==> src/rtl/except_ctrl.sv <==
// MIPS commit-stage exception/interrupt controller: the flush request appears 1 cycle after accept.
// Stall or the post-flush hold-off defers acceptance, and interrupts stay pending in IP.
package except_ctrl_pkg;

   typedef struct packed {
      logic inst_adel;
      logic inst_tlb_miss;
      logic inst_tlb_invalid;
      logic syscall;
      logic brk;
      logic overflow;
      logic trap;
      logic eret;
      logic cpu;
      logic ri;
      logic priv_inst;
      logic data_adel;
      logic data_tlb_miss;
      logic data_addr_invalid;
      logic data_mod;
   } Except_info_t;

   typedef struct packed {
      logic       bev;
      logic [7:0] im;
      logic       erl;
      logic       exl;
      logic       ie;
   } cp0_status_t;

   typedef struct packed {
      logic       iv;
      logic [7:0] ip;
   } cp0_cause_t;

   typedef struct packed {
      cp0_status_t status;
      cp0_cause_t  cause;
      logic [31:0] epc;
      logic [31:0] error_epc;
      logic [31:0] ebase;
   } CP0_regs_t;

   typedef struct packed {
      logic        flush;
      logic [4:0]  code;
      logic        eret;
      logic        delayslot;
      logic [31:0] current_pc;
      logic [31:0] jump_pc;
      logic [31:0] extra;
   } Except_request_t;

   localparam logic [4:0] EXC_INT  = 5'd0;
   localparam logic [4:0] EXC_MOD  = 5'd1;
   localparam logic [4:0] EXC_TLBL = 5'd2;
   localparam logic [4:0] EXC_TLBS = 5'd3;
   localparam logic [4:0] EXC_ADEL = 5'd4;
   localparam logic [4:0] EXC_ADES = 5'd5;
   localparam logic [4:0] EXC_SYS  = 5'd8;
   localparam logic [4:0] EXC_BP   = 5'd9;
   localparam logic [4:0] EXC_RI   = 5'd10;
   localparam logic [4:0] EXC_CPU  = 5'd11;
   localparam logic [4:0] EXC_OV   = 5'd12;
   localparam logic [4:0] EXC_TR   = 5'd13;

endpackage

module except_ctrl
   import except_ctrl_pkg::*;
#(
   parameter int          HW_INT_LINES   = 6,
   parameter int          SYNC_STAGES    = 2,
   parameter int          HOLDOFF_CYCLES = 2,
   parameter logic [31:0] BEV_BASE       = 32'hbfc00200
) (
   input  logic                    clk,
   input  logic                    rst,
   input  logic [HW_INT_LINES-1:0] hw_int,
   input  logic                    timer_tick,
   input  logic                    compare_wr,
   input  logic                    inst_valid,
   input  logic                    stall,
   input  logic [31:0]             pc,
   input  logic                    delayslot,
   input  Except_info_t            except,
   input  logic                    is_user_mode,
   input  logic                    mem_we,
   input  logic [31:0]             data_vaddr,
   input  CP0_regs_t               cp0_regs,
   output Except_request_t         except_req,
   output logic [7:0]              int_pending
);

   localparam int CNT_W = (HOLDOFF_CYCLES > 1) ? $clog2(HOLDOFF_CYCLES) : 1;

   typedef enum logic [1:0] {
      S_IDLE,
      S_FLUSH,
      S_HOLD
   } state_t;

   state_t                                 state, state_nxt;
   logic [CNT_W-1:0]                       cnt, cnt_nxt;
   logic [SYNC_STAGES-1:0][HW_INT_LINES-1:0] sync_q;
   logic                                   timer_pend;
   logic [7:0]                             ip_vec;
   logic [7:0]                             ip_masked;
   Except_info_t                           exc_q;
   logic                                   int_take;
   logic                                   exc_any;
   logic                                   accept;
   logic [4:0]                             sel_code;
   logic [31:0]                            sel_extra;
   logic                                   sel_eret;
   logic                                   sel_refill;
   logic [11:0]                            vec_off;
   logic [31:0]                            jump_pc;
   Except_request_t                        req_d, req_q;
   logic                                   unused_bits;

   assign unused_bits = ^{cp0_regs.cause.ip[7:2], cp0_regs.ebase[11:0]};

   always_ff @(posedge clk) begin
      if (rst) begin
         sync_q <= '0;
      end else begin
         sync_q <= {sync_q[SYNC_STAGES-2:0], hw_int};
      end
   end

   // A Compare write in the same cycle as the tick wins, so the tick is lost.
   always_ff @(posedge clk) begin
      if (rst) begin
         timer_pend <= 1'b0;
      end else if (compare_wr) begin
         timer_pend <= 1'b0;
      end else if (timer_tick) begin
         timer_pend <= 1'b1;
      end
   end

   always_comb begin
      ip_vec                      = '0;
      ip_vec[1:0]                 = cp0_regs.cause.ip[1:0];
      ip_vec[2 +: HW_INT_LINES]   = sync_q[SYNC_STAGES-1];
      ip_vec[7]                   = ip_vec[7] | timer_pend;
   end

   assign int_pending = ip_vec;
   assign ip_masked   = ip_vec & cp0_regs.status.im;

   always_comb begin
      exc_q           = except;
      exc_q.priv_inst = except.priv_inst & is_user_mode;
   end

   assign int_take = cp0_regs.status.ie & ~cp0_regs.status.exl & ~cp0_regs.status.erl &
                     (|ip_masked) & inst_valid;
   assign exc_any  = int_take | (|exc_q);
   assign accept   = exc_any & ~stall & (state == S_IDLE);

   // Priority resolution; a privileged instruction in user mode is reported as CpU.
   always_comb begin
      sel_code   = EXC_INT;
      sel_extra  = '0;
      sel_eret   = 1'b0;
      sel_refill = 1'b0;
      if (int_take) begin
         sel_code  = EXC_INT;
         sel_extra = {24'h0, ip_masked};
      end else if (exc_q.inst_adel) begin
         sel_code  = EXC_ADEL;
         sel_extra = pc;
      end else if (exc_q.inst_tlb_miss | exc_q.inst_tlb_invalid) begin
         sel_code   = EXC_TLBL;
         sel_extra  = pc;
         sel_refill = exc_q.inst_tlb_miss;
      end else if (exc_q.syscall) begin
         sel_code = EXC_SYS;
      end else if (exc_q.brk) begin
         sel_code = EXC_BP;
      end else if (exc_q.overflow) begin
         sel_code = EXC_OV;
      end else if (exc_q.trap) begin
         sel_code = EXC_TR;
      end else if (exc_q.eret) begin
         sel_eret = 1'b1;
      end else if (exc_q.cpu | exc_q.priv_inst) begin
         sel_code  = EXC_CPU;
         sel_extra = 32'd1;
      end else if (exc_q.ri) begin
         sel_code = EXC_RI;
      end else if (exc_q.data_adel) begin
         sel_code  = mem_we ? EXC_ADES : EXC_ADEL;
         sel_extra = data_vaddr;
      end else if (exc_q.data_tlb_miss | exc_q.data_addr_invalid) begin
         sel_code   = mem_we ? EXC_TLBS : EXC_TLBL;
         sel_extra  = data_vaddr;
         sel_refill = exc_q.data_tlb_miss;
      end else if (exc_q.data_mod) begin
         sel_code  = EXC_MOD;
         sel_extra = data_vaddr;
      end
   end

   // Refill vector only on the first-level miss; nested misses go through the general vector.
   always_comb begin
      if (sel_refill & ~cp0_regs.status.exl) begin
         vec_off = 12'h000;
      end else if (int_take & cp0_regs.cause.iv & ~cp0_regs.status.exl) begin
         vec_off = 12'h200;
      end else begin
         vec_off = 12'h180;
      end
   end

   always_comb begin
      if (sel_eret) begin
         jump_pc = cp0_regs.status.erl ? cp0_regs.error_epc : cp0_regs.epc;
      end else if (cp0_regs.status.bev) begin
         jump_pc = BEV_BASE + {20'h0, vec_off};
      end else begin
         jump_pc = {cp0_regs.ebase[31:12], vec_off};
      end
   end

   always_ff @(posedge clk) begin
      if (rst) begin
         state <= S_IDLE;
         cnt   <= '0;
      end else begin
         state <= state_nxt;
         cnt   <= cnt_nxt;
      end
   end

   always_comb begin
      state_nxt = state;
      cnt_nxt   = cnt;
      case (state)
         S_IDLE: begin
            if (accept) begin
               state_nxt = S_FLUSH;
            end
         end
         S_FLUSH: begin
            state_nxt = S_HOLD;
            cnt_nxt   = CNT_W'(HOLDOFF_CYCLES - 1);
         end
         S_HOLD: begin
            if (cnt == '0) begin
               state_nxt = S_IDLE;
            end else begin
               cnt_nxt = cnt - CNT_W'(1);
            end
         end
         default: state_nxt = S_IDLE;
      endcase
   end

   // The request is loaded only on accept, so it self-clears after its single FLUSH cycle.
   always_comb begin
      req_d = '0;
      if (accept) begin
         req_d.flush      = 1'b1;
         req_d.code       = sel_code;
         req_d.eret       = sel_eret;
         req_d.delayslot  = delayslot;
         req_d.current_pc = pc;
         req_d.jump_pc    = jump_pc;
         req_d.extra      = sel_extra;
      end
   end

   always_ff @(posedge clk) begin
      if (rst) begin
         req_q <= '0;
      end else begin
         req_q <= req_d;
      end
   end

   assign except_req = req_q;

endmodule
==> config.mk <==
export PLATFORM = sky130hd
export DESIGN_NAME = except_ctrl
export DESIGN_NICKNAME = d
export VERILOG_FILES = /design/src/rtl/except_ctrl.sv
export SDC_FILE = /design/constraint.sdc
export NUM_CORES = 1
export LEC_CHECK = 0
export BUFFER_PORTS_ARGS = -buffer_cell sky130_fd_sc_hd__buf_2
export CAP_MARGIN = 25
export CORE_AREA = 3 3 125 127
export DETAILED_ROUTE_END_ITERATION = 12
export DIE_AREA = 0 0 128 130
export HOLD_SLACK_MARGIN = 0.02
export PLACE_DENSITY_LB_ADDON = 0.12
export REMOVE_ABC_BUFFERS = 1
export SYNTH_ARGS = -nofsm -noshare
export SYNTH_HDL_FRONTEND = slang
export SYNTH_SLANG_ARGS = --single-unit
==> constraint.sdc <==
create_clock -name clk -period 2.1 [get_ports clk]
set_clock_uncertainty 0.15 [all_clocks]
set_input_delay 0.21 -clock clk [delete_from_list [all_inputs] [get_ports clk]]
set_output_delay 0.21 -clock clk [all_outputs]
set_load 0.02 [all_outputs]
==> run_results.csv, run 1 <==
group,metric,value,unit
setup_path,cp_max_fo,9,
sta,period_share,97.0,%
synthesis,synth_fa_ha_area_share,1.43,%
die,die_w,128,um
clocking,root_buffer,"clkbuf_16",
place,dp.cells,895,
place,portBuffers,303,
routing,drtPass1Iterations,4,
synthesis,avgSynthCellArea,10.3,um2
sta,tightest_slew,544,ps
cells_and_area,antennaDiodeCount,0,
place,dpl_cell_area,6110,um2
routing,num_vias,5026,
cells_and_area,seq_area,2380,um2
die,pin_count,323,
clocking,cts_num_sinks,119,
synthesis,ys.warnings.count,0,
status,status,"complete, no violations",
place,dpl.hpwl,11600,um
synthesis,synthTopCellsByArea,"dfxtp_1, mux2i_1, and2_1",
sta,hold_viol,0,
setup_path,arrival,2220,ps
cells_and_area,multiInputGateArea,1830,um2
clocking,numCtsBuffers,17,
clocking,clockBufferDepth,2,
sta,fin_ws,62.0,ps
sta,rsz0062_at_grt,"true",
sta,setup_viol,0,
setup_path,reg2reg_depth,5,
sta,setup_tns,0,ps
setup_path,worst-setup-path-type,"in -> reg",
synthesis,synthFlopType,"dfxtp_1",
die,placementRows,44,
die,core-area,14500,um2
power,p_leak,4.16,nW
synthesis,netlist.area_leader.share,54.5,%
clocking,htree_levels,4,
synthesis,ys_seq_area_share,54.5,%
setup_path,crit_path_start_kind,"input pin",
cells_and_area,final_nets,1119,
place,dp_slack,-89.3,ps
grt,grt_pass1_vias,5160,
routing,antenna_left,0,
synthesis,synth.distinct_cells,44,
power,peakVddDrop,592,uV
power,p_per_area,815,nW/um2
synthesis,syn_inst,426,
grt,overflow,0,
synthesis,synth_common_cells,"dfxtp_1, nor2_1, and2_1, mux2i_1, a22oi_1",
grt,grt_pass1_wl,25800,um
sta,hold_ws,34.5,ps
synthesis,synth_edf_count,0,
routing,wl_per_cell,15.8,um
grt,antenna_found_initial,1,
synthesis,synth_top_family_by_area,"simple AND/OR/NAND/NOR gates",
cells_and_area,post-route-util,58.7,%
synthesis,netlist_area,4370,um2
die,start_util,30.1,%
clocking,clkTransAtPathRegs,50,ps
sta,max-slew-margin-rel,63.7,%
cells_and_area,drive_gt1_share,40.1,%
cells_and_area,final_area,8530,um2
routing,drt-initial-drc-count,160,
setup_path,required,2280,ps
synthesis,synthXorXnorAreaFrac,0,%
cells_and_area,area_growth,95.0,%
grt,grt_usage,19.8,%
power,p_total,6.95,mW
synthesis,synth-simple-area-share,16.4,%
synthesis,synthArstFlopShare,0,%
clocking,insertion_delay,410,ps
routing,via_per_inst,4.57,
synthesis,synth_compound_area_share,15.1,%
hold_path,hold_class,"in -> reg",
synthesis,synth-seq-cells,119,
hold_path,holdPathStages,3,
cells_and_area,instances_no_fill,1099,
cells_and_area,nFillCells,1253,
place,place.gp.congestion,0.804,
grt,grt_max_degree,35,
synthesis,synth_most_common_cell,"dfxtp_1",
sta,min_period,2040,ps
routing,drt_wl_total,17400,um
synthesis,synth_mux_area_share,7.55,%
synthesis,yosys.area.top_type,"dfxtp_1",
die,die-area,16600,um2
die,die_h,130,um
sta,drv_slew,0,
setup_path,crit_path_end_kind,"register",
job,cap_violations,0,
routing,drc,0,
sta,timing.fmax,491,MHz
clocking,cts_tree,"done",
cell families (layout without fill, tap and decap cells):
kind of cell | Yosys count | count (layout)
buffers and inverters | 43 | 532
muxes | 33 | 33
DFF | 119 | 119
adders and majority gates | 5 | 5
and+or+nand+nor | 136 | 136
AOI/OAI and AO/OA | 89 | 89
other | 1 | 1
worst max-delay path: stages:
cell and delay [ps]:
dlygate4sd3_1 560, buf_2 160, nor4_4 50, and2b_1 160, and4_1 200, buf_4 150
or4_4 550, nor2_1 160
repair_timing:
item | CTS | global route
hold endpoints to repair | 108 | 0
gates cloned | 0 | 1
endpoints found under the setup margin | 24 | 97
pin swaps | 1 | 3
resized for setup | 2 | 10
hold buffers | 168 | 0
setup buffers | 0 | 4
flip-flops by register name, indices dropped and copies added (netlist names):
signal / cells
cnt: 1
state: 2
timer_pend: 1
except_req: 103
int_pending: 5
sync_q: 7
cells in the final DEF, fill, tap and decap left out, types with 4 or more instances in the layout:
| cell type | count |
|---|---|
| nand2_1 | 10 |
| buf_2 | 303 |
| a22oi_1 | 24 |
| ha_1 | 5 |
| nand2b_1 | 5 |
| mux2i_1 | 33 |
| o2bb2ai_1 | 11 |
| o22ai_1 | 11 |
| buf_12 | 5 |
| a21oi_1 | 4 |
| and2_1 | 33 |
| a221oi_1 | 8 |
| nor2_1 | 49 |
| inv_1 | 7 |
| nor2b_1 | 15 |
| nor3_1 | 5 |
| clkbuf_16 | 18 |
| bufinv_16 | 4 |
| dlygate4sd3_1 | 168 |
| a211oi_1 | 13 |
| dfxtp_1 | 119 |
| buf_4 | 15 |
| clkbuf_1 | 4 |
where the power goes:
group          leakage (nW)  internal, mW  switching (mW)
sequential            0.972          2.47          0.0611
combinational          2.90         0.705           0.722
clock                 0.290          2.00           0.991
area by class of cell:
class / count / share of cell area [%]
repair buffers: 494 / 40.6
clock buffers: 22 / 5.33
multi-input cells: 264 / 21.4
flip-flops and latches: 119 / 27.9
well taps: 184 / 2.70
inverters: 7 / 0.308
clock inverters: 9 / 1.76
per-layer routing:
layer / up-vias / part of all wire, % / global-route usage (%)
met4: 2 / 2.7 / 8.24
met5: - / 0.098 / 0
met2: 236 / 51 / 35.6
met3: 41 / 8.0 / 6.63
met1: 2293 / 38 / 21.3
li1: 2454 / - / -
worst paths after layout:
kind | from | end | slack, ps
worst min register to register | sync_q[4] | int_pending[6] | 280
worst min-delay path | data_vaddr[3] | except_req[3] | 30
worst max register to register | int_pending[4] | except_req[34] | 90
worst max-delay path | except[11] | except_req[34] | 60
Note: power is estimated with default switching activity, not from simulation.
==> inputs of run 2 (changes only) <==
--- a/config.mk
+++ b/config.mk
@@ -5,7 +5,7 @@
 export SDC_FILE = /design/constraint.sdc
 export NUM_CORES = 1
 export LEC_CHECK = 0
-export BUFFER_PORTS_ARGS = -buffer_cell sky130_fd_sc_hd__buf_2
+export BUFFER_PORTS_ARGS = -buffer_cell sky130_fd_sc_hd__clkbuf_2
 export CAP_MARGIN = 25
 export CORE_AREA = 3 3 125 127
 export DETAILED_ROUTE_END_ITERATION = 12
==> run 2 against run 1 <==
First-iteration DRC count fell by 22%. Sequential power barely moved. Final area fell by 1.3%. Critical path type unchanged. Critical endpoint is now except_req[38]. Largest power group unchanged. Highest routed layer is now met4.
==> run_results.csv, run 2 (synthesis results as in run 1) <==
group,metric,value,unit
clocking,clkTransAtPathRegs,50,ps
setup_path,cp_cell_sequence,"dlygate4sd3_1 -> clkbuf_2 -> nor4_4 -> and2b_1 -> and4_1 -> buf_4 -> or4_4 -> nor2_1",
grt,grt_pass1_wl,25500,um
sta,period_share,97.9,%
sta,min_period,2060,ps
sta,setup_viol,0,
cells_and_area,antennaDiodeCount,0,
routing,drc,0,
cells_and_area,area_growth,92.5,%
cells_and_area,post-route-util,57.9,%
place,dpl.hpwl,11800,um
power,p_per_area,800,nW/um2
clocking,cts_setup_buffers,0,
routing,via_per_inst,4.56,
cells_and_area,final_common_cell,"clkbuf_2",
grt,grt_pass1_vias,5226,
die,die-area,16600,um2
cells_and_area,final_nets,1115,
place,place.gp.congestion,0.836,
die,placementRows,44,
sta,timing.fmax,486,MHz
cells_and_area,nFillCells,1266,
place,dp_slack,-53.9,ps
setup_path,crit_path_end_kind,"register",
setup_path,critical_path.endpoint,"except_req[38]",
sta,rsz0062_at_grt,"false",
place,portBuffers,303,
sta,hold_viol,0,
die,die_w,128,um
power,p_leak,4.07,nW
grt,overflow,0,
grt,grt_usage,19.6,%
sta,hold_ws,57.3,ps
sta,drv_slew,0,
setup_path,required,2280,ps
cells_and_area,largest_reg_flops,103,
sta,fin_ws,43.4,ps
setup_path,arrival,2240,ps
cells_and_area,final_area,8420,um2
routing,antenna_left,0,
setup_path,crit_slowest_cell,"dlygate4sd3_1",
hold_path,min-delay-start,"except[7]",
cells_and_area,instances_no_fill,1096,
die,core-area,14500,um2
setup_path,reg2reg_depth,6,
die,start_util,30.1,%
job,cap_violations,0,
sta,tightest_slew,550,ps
cells_and_area,final_cell_mix,"clkbuf_2, dlygate4sd3_1, dfxtp_1, nor2_1",
status,status,"complete, no violations",
routing,wl_per_cell,15.6,um
setup_path,rr_startpoint,"int_pending[4]",
clocking,cts_num_sinks,119,
cells_and_area,drive_gt1_share,39.7,%
setup_path,cp-startpoint,"except[11]",
die,pin_count,323,
setup_path,worst-setup-path-type,"in -> reg",
routing,drtPass1Iterations,6,
sta,setup_tns,0,ps
hold_path,hold_class,"in -> reg",
setup_path,crit_path_start_kind,"input pin",
die,die_h,130,um
place,dp.cells,895,
power,p_total,6.74,mW
setup_path,slowest_delay,570,ps
clocking,cts_tree,"done",
clocking,numCtsBuffers,17,
routing,num_vias,5003,
sta,max-slew-margin-rel,63.3,%
routing,drt-initial-drc-count,125,
clocking,clockBufferDepth,2,
clocking,insertion_delay,400,ps
setup_path,r2r-end,"except_req[58]",
place,dpl_cell_area,6110,um2
clocking,htree_levels,4,
grt,antenna_found_initial,0,
grt,grt_max_degree,35,
power,peakVddDrop,555,uV
hold_path,holdPathStages,3,
setup_path,reg2reg_slack,130,ps
clocking,root_buffer,"clkbuf_16",
routing,drt_wl_total,17000,um
setup_path,cp_max_fo,9,
==> run 2: cell count changes in the layout (fill, tap and decap cells not counted), sizes merged <==
cell	change
buf	-307
clkbuf	+303
bufinv	-2
clkinv	+2
dlygate4sd3	+1
==> run 2: routing by layer <==
metal  global-route usage (%)  up-vias  routed length [um]  share of wire, %
li1                         -     2437                   -                 -
met1                     20.8     2298                6520                38
met2                     35.2      224                8660                51
met3                     6.22       44                1330               7.8
met4                     9.36        0                 539               3.2
met5                        0        -                   0                 0
==> run 2: final cells by class <==
type	count	area, um2	share of cell area (%)
Timing Repair Buffer	490	3380	40.2
Sequential cell	119	2380	28.3
Multi-Input combinational cell	264	1830	21.7
Clock buffer	23	468	5.56
Tap cell	184	230	2.73
Clock inverter	9	100	1.19
Inverter	7	26.3	0.312
==> run 2: critical path, delay by kind of cell <==
family                 cells  cell delay (ps)
buffers and inverters      3              890
AND/OR/NAND/NOR            5             1130
==> run 2: repair_timing <==
| item | in CTS | in global routing |
|---|---|---|
| endpoints found under the hold margin | 107 | 0 |
| endpoints found under the setup margin | 24 | 89 |
| pin swaps | 1 | 2 |
| hold buffers | 169 | 0 |
| gates resized for setup | 2 | 8 |
==> run 2: how the worst min path moves through the flow <==
stage | endpoint | slack (ps)
6_report | except_req[101] | 60
5_1_grt | except_req[101] | 50
4_1_cts | except_req[101] | 20
3_5_place_dp | timer_pend | 230
3_3_place_gp | timer_pend | 230
2_1_floorplan | int_pending[2] | 130
==> run 2: report_power, final <==
group	internal (mW)	switching [mW]
Combinational	0.698	0.729
Sequential	2.47	0.0683
Clock	1.80	0.978
